File: src/rtl/pic_pkg.sv
// Shared constants for the 8259A read path: FSM state codes, read-select
// encodings, the MCS-80 CALL opcode and ICW/OCW bit positions.
package pic_pkg;

  typedef logic [2:0] pic_state_t;

  localparam pic_state_t IDLE  = 3'd0;
  localparam pic_state_t ACK1  = 3'd1;
  localparam pic_state_t WAIT2 = 3'd2;
  localparam pic_state_t ACK2  = 3'd3;
  localparam pic_state_t WAIT3 = 3'd4;
  localparam pic_state_t ACK3  = 3'd5;

  localparam logic READ_SEL_IRR = 1'b0;
  localparam logic READ_SEL_ISR = 1'b1;

  localparam logic [7:0] CALL_OPCODE = 8'hCD;

  // ICW4 / ICW1 / OCW3 bit indices
  localparam int AEOI = 1;
  localparam int UPM  = 0;
  localparam int ADI  = 2;
  localparam int RR   = 1;
  localparam int RIS  = 0;
  localparam int P    = 2;

endpackage

File: src/rtl/pic_priority_resolver.sv
// Rotating-priority encoder: the level just after lowestPri has the highest
// priority; hit is low when no bit of hp is set.
module pic_priority_resolver (
  input  logic [7:0] hp,
  input  logic [2:0] lowestPri,
  output logic       hit,
  output logic [2:0] level
);

  logic [2:0] idx;

  always_comb begin
    hit   = 1'b0;
    level = 3'd0;
    idx   = 3'd0;
    for (int i = 0; i < 8; i++) begin
      idx = lowestPri + 3'(i + 1);
      if (!hit && hp[idx]) begin
        hit   = 1'b1;
        level = idx;
      end
    end
  end

endmodule

File: src/rtl/pic_read_logic.sv
// 8259A read path: status/poll reads and INTA vector sequencing.
// Optional 8080/8085 three-pulse INTA sequence under PIC_MCS80_MODE_EN.
module pic_read_logic
  import pic_pkg::*;
#(
  parameter int SYNC_STAGES = 2
) (
  input  logic       clk,
  input  logic       rst_n,
  input  logic       CS_n,
  input  logic       RD_n,
  input  logic       A0,
  input  logic       INTA_n,
  input  logic [7:0] ICW1,
  input  logic [7:0] ICW2,
  input  logic [7:0] ICW4,
  input  logic [7:0] ocw3,
  input  logic       ocw3Wr,
  input  logic [7:0] IRR,
  input  logic [7:0] ISR,
  input  logic [7:0] IMR,
  input  logic [2:0] lowestPri,
  output logic [7:0] dataOut,
  output logic       dataOutEn,
  output logic       freezeIRR,
  output logic       isrSet,
  output logic [2:0] ackLevel,
  output logic       aeoiPulse
);

  // {INTA_n, CS_n, RD_n} synchronizer chain
  logic [2:0] sync_reg [SYNC_STAGES];

  genvar gi;
  generate
    for (gi = 0; gi < SYNC_STAGES; gi++) begin : g_sync
      always_ff @(posedge clk) begin
        if (!rst_n)
          sync_reg[gi] <= 3'b111;
        else if (gi == 0)
          sync_reg[gi] <= {INTA_n, CS_n, RD_n};
        else
          sync_reg[gi] <= sync_reg[gi-1];
      end
    end
  endgenerate

  logic rd_s, cs_s, inta_s;
  logic rd_prev_reg, inta_prev_reg;
  assign {inta_s, cs_s, rd_s} = sync_reg[SYNC_STAGES-1];

  logic rd_fall, rd_rise, inta_fall, inta_rise;
  assign rd_fall   =  rd_prev_reg   & ~rd_s;
  assign rd_rise   = ~rd_prev_reg   &  rd_s;
  assign inta_fall =  inta_prev_reg & ~inta_s;
  assign inta_rise = ~inta_prev_reg &  inta_s;

  logic [7:0] hp;
  logic       hit;
  logic [2:0] level;
  assign hp = IRR & ~IMR;

  pic_priority_resolver u_resolver (
    .hp        (hp),
    .lowestPri (lowestPri),
    .hit       (hit),
    .level     (level)
  );

  logic mode8080;
  logic [7:0] addr_low;
`ifdef PIC_MCS80_MODE_EN
  assign mode8080 = ~ICW4[UPM];
  assign addr_low = ICW1[ADI] ? {ICW1[7:5], ackLevel, 2'b00} : {ICW1[7:6], ackLevel, 3'b000};
`else
  assign mode8080 = 1'b0;
  assign addr_low = 8'h00;
`endif

  logic unused_ok;
  assign unused_ok = ^{ICW1, ICW2[2:0], ICW4[7:2], ICW4[UPM], ocw3[7:3], addr_low};

  pic_state_t state_reg;
  logic       read_sel_reg, poll_pending_reg, reading_reg, spurious_reg;
  logic       read_start;

  // INTA_n low means inta_s is low, so a coincident INTA always wins
  assign read_start = rd_fall & ~cs_s & inta_s & (state_reg == IDLE);

  always_ff @(posedge clk) begin
    if (!rst_n) begin
      rd_prev_reg      <= 1'b1;
      inta_prev_reg    <= 1'b1;
      state_reg        <= IDLE;
      read_sel_reg     <= READ_SEL_IRR;
      poll_pending_reg <= 1'b0;
      reading_reg      <= 1'b0;
      spurious_reg     <= 1'b0;
      dataOut          <= 8'h00;
      dataOutEn        <= 1'b0;
      freezeIRR        <= 1'b0;
      isrSet           <= 1'b0;
      ackLevel         <= 3'd0;
      aeoiPulse        <= 1'b0;
    end else begin
      rd_prev_reg   <= rd_s;
      inta_prev_reg <= inta_s;
      isrSet        <= 1'b0;
      aeoiPulse     <= 1'b0;

      case (state_reg)
        IDLE: begin
          if (inta_fall) begin
            state_reg   <= ACK1;
            freezeIRR   <= 1'b1;
            reading_reg <= 1'b0;
            if (hit) begin
              ackLevel     <= level;
              isrSet       <= 1'b1;
              spurious_reg <= 1'b0;
            end else begin
              ackLevel     <= 3'd7;
              spurious_reg <= 1'b1;
            end
            if (mode8080) begin
              dataOut   <= CALL_OPCODE;
              dataOutEn <= 1'b1;
            end else begin
              dataOutEn <= 1'b0;
            end
          end else if (read_start) begin
            reading_reg <= 1'b1;
            dataOutEn   <= 1'b1;
            if (poll_pending_reg) begin
              dataOut          <= {hit, 4'b0000, level};
              poll_pending_reg <= 1'b0;
              if (hit) begin
                isrSet   <= 1'b1;
                ackLevel <= level;
              end
            end else if (A0) begin
              dataOut <= IMR;
            end else begin
              dataOut <= (read_sel_reg == READ_SEL_ISR) ? ISR : IRR;
            end
          end else if (reading_reg && rd_rise) begin
            reading_reg <= 1'b0;
            dataOutEn   <= 1'b0;
          end
        end
        ACK1: begin
          if (inta_rise) begin
            state_reg <= WAIT2;
            dataOutEn <= 1'b0;
          end
        end
        WAIT2: begin
          if (inta_fall) begin
            state_reg <= ACK2;
            dataOutEn <= 1'b1;
            dataOut   <= mode8080 ? addr_low : {ICW2[7:3], ackLevel};
          end
        end
        ACK2: begin
          if (inta_rise) begin
            dataOutEn <= 1'b0;
            if (mode8080) begin
              state_reg <= WAIT3;
            end else begin
              state_reg <= IDLE;
              freezeIRR <= 1'b0;
              aeoiPulse <= ICW4[AEOI] & ~spurious_reg;
            end
          end
        end
`ifdef PIC_MCS80_MODE_EN
        WAIT3: begin
          if (inta_fall) begin
            state_reg <= ACK3;
            dataOutEn <= 1'b1;
            dataOut   <= ICW2;
          end
        end
        ACK3: begin
          if (inta_rise) begin
            state_reg <= IDLE;
            dataOutEn <= 1'b0;
            freezeIRR <= 1'b0;
            aeoiPulse <= ICW4[AEOI] & ~spurious_reg;
          end
        end
`endif
        default: state_reg <= IDLE;
      endcase

      // Applied after the read so a new poll command is not lost to a poll read
      if (ocw3Wr) begin
        if (ocw3[RR]) read_sel_reg <= ocw3[RIS];
        if (ocw3[P])  poll_pending_reg <= 1'b1;
      end
    end
  end

endmodule
File: config.mk
export PLATFORM = sky130hd
export DESIGN_NAME = pic_read_logic
export DESIGN_NICKNAME = d
export VERILOG_FILES = /design/src/rtl/pic_pkg.sv /design/src/rtl/pic_priority_resolver.sv /design/src/rtl/pic_read_logic.sv
export SDC_FILE = /design/constraint.sdc
export NUM_CORES = 1
export LEC_CHECK = 0
export ABC_AREA = 1
export CORE_UTILIZATION = 40
export DETAILED_ROUTE_END_ITERATION = 12
export PLACE_DENSITY = 0.83
export RECOVER_POWER = 25
export SLEW_MARGIN = 0
export SYNTH_ARGS = -nofsm -noshare
export SYNTH_HDL_FRONTEND = slang
export SYNTH_HIERARCHICAL = 1
export SYNTH_SLANG_ARGS = --single-unit
export TNS_END_PERCENT = 5
File: constraint.sdc
create_clock -name clk -period 4.9 [get_ports clk]
set_input_delay 0.98 -clock clk [delete_from_list [all_inputs] [get_ports clk]]
set_output_delay 0.98 -clock clk [all_outputs]
set_load 0.02 [all_outputs]
### After elaboration in Yosys (flattened, before gate mapping)

Memories as Yosys holds them, arrays and structs flattened.
Index checks and enable logic that the tools add are counted.

* bits in registers: 24
* RAM bits: 6
* bits of input ports: 66
* output and inout bits: 15
* logic and storage cells: 162
* memories kept: 1

Memories
* sync_reg: depth 2, width 3, read ports 2, clocked after memory_dff 0, wr ports 2, RTL line pic_read_logic.sv:32 `logic [2:0] sync_reg [SYNC_STAGES];`

* $add $sub $neg: 7
* order comparisons: 8
* eq/ne operators: 11
* mux-type cells: 70
* bitwise logic cells: 18
* reductions and logical operators: 34

Operators with widths (count)
* $mux W3: 19
* $mux W8: 6
* $mux W1: 33
* $lt A3 B4 Y1 const B: 8
* $bmux W1 S3: 8
* $pmux W8 S2: 1
* $reduce_and A4 Y1: 4
* $add A3 B3 Y3 const B: 4
* $ne A2 B2 Y1 const B: 6
* $pmux W3 S4: 1
* $reduce_bool A2 Y1: 5
* $and A1 B1 Y1: 8
* $and A8 B8 Y8: 1
* $logic_and A1 B1 Y1: 8
* $not A8 Y8: 1
* $reduce_and A2 Y1: 4
* $logic_not A1 Y1: 7
* $add A3 B2 Y3 const B: 2
* $eq A3 B2 Y1 const B: 2
* $not A1 Y1: 6
* $reduce_and A3 Y1: 2
* $reduce_bool A3 Y1: 2
* $ne A4 B3 Y1 const B: 1
* $add A3 B1 Y3 const B: 1
* 7 further kinds: 8

### Depth between registers and ports, before layout

* depth in word-level cells: 30
* mapped depth: 21
* depth with buffers taken out: 19

### Cells and area by module

Netlist, hierarchy kept.

Modules (own cells, without submodules)
* pic_read_logic: instances 1, cells each 260, area each 1619.1 µm², sequential area each 580.6 µm²
* pic_priority_resolver: instances 1, cells each 142, area each 772.0 µm², sequential area each 0.0 µm²

### Worst setup path before layout

No wires, ideal clock.

* kind: input port to flip-flop
* start: input lowestPri[1]
* end: register ackLevel[0]
* library setup time: 0.131 ns
* data arrival time: 2.863 ns
* data required time: 4.769 ns
* slack: 1.906 ns
* cell stages on the path: 18
* buffers on the path: 2
* path through: buf_6 inv_2 ha_1 buf_2 inv_2 nand3_1 nand3_2 nand2_4 nor2_4 nand4_2 nor2_4 nand3_1 nand2_1 nor2_1 nand3_1 nand2_1 nand2_1 a21oi_1

* elaborated cells between the ends (all ways): 60
* those cells by class: add/sub (7); mux (37); reduce/logical (16)

RTL lines
* start: declaration: RTL line pic_read_logic.sv:22 `input logic [2:0] lowestPri,`
* $add A3 B1 Y3: RTL line pic_priority_resolver.sv:17 `idx = lowestPri + 3'(i + 1);`
* $bmux W1 S3: RTL line pic_priority_resolver.sv:18 `if (!hit && hp[idx]) begin`
* $mux W1 (implied by the code): RTL line pic_priority_resolver.sv:18
* $mux W1: RTL line pic_priority_resolver.sv:18
* $logic_not A1 Y1: RTL line pic_priority_resolver.sv:18
* $logic_and A1 B1 Y1: RTL line pic_priority_resolver.sv:18
* $mux W1: RTL line pic_priority_resolver.sv:18
* $logic_not A1 Y1: RTL line pic_priority_resolver.sv:18
* [... 12 more ...]
* $logic_and A1 B1 Y1: RTL line pic_priority_resolver.sv:18
* $mux W1: RTL line pic_priority_resolver.sv:18
* $logic_not A1 Y1: RTL line pic_priority_resolver.sv:18
* $logic_and A1 B1 Y1: RTL line pic_priority_resolver.sv:18
* $mux W1 *: RTL line pic_priority_resolver.sv:18
* net hit: RTL line pic_read_logic.sv:59 `logic hit;`
* $reduce_bool A2 Y1 (no line) / $mux W3 (equally long branches)
* $reduce_and A4 Y1 (no line) / $mux W3 (equally long branches)
* end signal: assignment: RTL line pic_read_logic.sv:118 `ackLevel <= level;`
* end signal: assignment: RTL line pic_read_logic.sv:139 `ackLevel <= level;`
* end: declaration: RTL line pic_read_logic.sv:27 `output logic [2:0] ackLevel,`

Mark *: on every way through the listed nets, which the timed path passes. The rest lies on a longest branch. The select of a mux whose other input is x is not followed.
A chain may end at the register's enable or synchronous reset.

### Worst setup path after layout

* start: input lowestPri[0]
* end: register ackLevel[0]

The elaborated chain is that of the path after synthesis.

==> flow_summary.toml <==
[outcome]
status = "completed"

[route]
num_vias = 2635
wire_per_inst_um = 12.2
wirelength_um = 6450
drc_errors = 0
drtAntennaViolNets = 0
viasPerCell = 4.97
dr.first_iter.drc_count = 166
firstDrtPassIters = 4

[placement]
port_buffers = 57
place_ws_ps = 912
dp_hpwl_um = 5000
gp_congestion = 0.910

[global_routing]
grt_max_degree = 17
grt.total_usage_pct = 21.2
grt_pass1_vias = 2489
antenna_found_initial = 0
overflow = 0
grt_pass1_wl_um = 10600

[floorplanning]
ioPinCount = 81
die_y_um = 79.3
die_w_um = 79.3
start_util_pct = 42.4
die-area_um2 = 6290
core_area_um2 = 5640
rows = 27

[timing]
fmax_mhz = 268
tightestPinTransition_ps = 546
hold_slack_ps = 416
relSlewSlack_pct = 63.5
setup_tns_ps = 0
setup_viol = 0
fin_ws_ps = 1160
clock_skew_ps = 5.78
rsz0062_at_grt = "no"
min_period_ps = 3740
drv_slew = 0
fin_crit_sh_pct = 76.2
finalHoldViolCount = 0

[cells_and_area]
diodes = 0
area_delta_synth_final_pct = 29.6
nets = 532
drive_above_1_share_pct = 12.2
largest_register_ffs = 8

[logic_synthesis]
yosys_most_used_dff = "dfxtp_1"
postSynthAreaPerCell_um2 = 5.95
synth_edf_count = 0
synth.largest_area_cell = "dfxtp_1"
yosys_warnings = 6
synth_most_common_cell = "nand2_1"
ys_ff_latch = 29
synth_area_leaders = "dfxtp_1, nand2_1, nand3_1"
synthArstFlopShare_pct = 0
yosys.cell_types.count = 29
seq_area_frac_synth_pct = 24.3
synth_commonest_cells = "nand2_1, nor2_1, nand3_1"
synth_cells = 402
syn-num-nets = 476
synth_top_area_share_pct = 24.3
synth_area_um2 = 2390

[worst_setup_path]
crit_fanout = 13
regToRegSetupSlack_ps = 3020
cp.required_ps = 5050
r2r_start = "state_reg[0]"
reg2reg_depth = 9
cp_cell_sequence = "clkdlybuf4s50_1 -> buf_4 -> inv_2 -> ha_1 -> inv_2 -> nand3_1 -> nand3_1 -> nand2_2 -> inv_2 -> nand4_2 -> nor2_4 -> nand3_1 -> nand2_1 -> nor2_1 -> nand3_1 -> nand2_1 -> nand2_1 -> a21oi_1"
start_kind = "input pin"
crit_path_end_kind = "flip-flop"
critPathKind = "in2reg"
critPathSlowestCell = "clkdlybuf4s50_1"
max_stage_delay_ps = 450
crit_top_cell = "nand3_1"
crit_arrival_ps = 3880
rr_endpoint = "dataOut[1]"

[worst_hold_path]
hold_path.class = "reg2reg"
min_to = "sync_reg[1][1]"
hp-start = "sync_reg[0][1]"
min_path_cells = 1

[power]
swShare_pct = 40.9
pwr-share-seq_pct = 28.3
power.total_uw = 1060
power.internal_uw = 627
p_sw_uw = 433
combPwrFrac_pct = 49.4
p_clk_share_pct = 22.3
vdd_drop_max_uv = 243
p_leak_uw = 0.00153
power_density_nw_per_um2 = 342

[clock_network]
path_clk_slew_ps = 60
cts_tree = "yes"
cts_hold_buf = 0
htree_levels = 2
post-cts-setup-buffers = 0
clockBufferDepth = 2
clk_latency_ps = 280
clock_sinks = 29
root_buffer = "clkbuf_8"
cts-resized-gates = 0
numCtsBuffers = 5

[run]
max_cap_violations = 0
-- power by group through the flow --
stage          Clock (uW)  Combinational (uW)  Sequential [uW]
2_1_floorplan           0                 342              329
3_3_place_gp            0                 503              302
3_5_place_dp            0                 518              304
4_1_cts               240                 522              299
5_1_grt               255                 591              303
6_report              236                 523              300
-- cell usage in the layout (no fill, tap or decap), drive strengths merged --
cell type / netlist / final
nor3: 1 / 1
o21ai: 7 / 7
clkbuf: 2 / 5
nand2: 140 / 140
a31oi: 1 / 1
xnor2: 2 / 2
inv: 54 / 54
nor2: 62 / 62
o211ai: 1 / 1
a211oi: 2 / 2
nand4: 6 / 6
dlygate4sd3: 0 / 3
clkdlybuf4s50: 0 / 54
clkinv: 1 / 2
buf: 8 / 2
nand3: 53 / 53
a21oi: 13 / 13
dfxtp: 29 / 29
or2: 8 / 8
ha: 8 / 8
a22oi: 4 / 4
bufinv: 0 / 1
-- layout make-up --
cell class                 count  area, um^2
multi-input combinational    308        1530
clock inverter                 2        35.0
sequential                    29         581
tap                           72        90.1
clock buffer                   5        68.8
inverter                      55         206
fill                         549        2540
timing repair buffer          59         586
-- stage by stage --
stage               cell area, um^2  util [%]  std cells
floorplan                      2390         -        402
global placement               2990      53.1        523
detailed placement             2990      53.1        523
CTS                            3100      54.9        530
global route                   3100      54.9        530
finish                         3100      54.9        530
-- worst max-delay path by stage --
| stage | start | endpoint | slack [ps] | cells after the start |
|---|---|---|---|---|
| after floorplan | lowestPri[1] | ackLevel[0] | 1910 | 18 |
| after global placement | lowestPri[0] | ackLevel[0] | 1030 | 18 |
| after detailed placement | lowestPri[0] | ackLevel[1] | 910 | 18 |
| after CTS | lowestPri[0] | ackLevel[1] | 1210 | 18 |
| after global routing | lowestPri[0] | ackLevel[2] | 890 | 18 |
| final | lowestPri[0] | ackLevel[0] | 1160 | 18 |
-- layer usage --
layer,vias up,part of all wire (%),GRT usage (%)
met2,78,46,36.8
met3,12,6.2,3.68
met1,1177,46,26.5
met5,-,0,0
met4,0,1.7,6.73
li1,1368,-,-
-- critical path, delay by kind of cell --
family	cells	cell delay, ps
AND/OR/NAND/NOR	11	1440
buffers and inverters	5	980
adder cells (fa/ha/maj)	1	420
AO/OA/AOI/OAI	1	50
-- cells by family after synthesis --
kind of cell	Yosys count	synth area share, %
compound gates	28	6.91
xor+xnor	2	1.83
fa+ha+maj	8	4.19
buf+inv	65	11.7
flops	29	24.3
simple gates	270	51.1
Power figures use the tool's default switching activity.
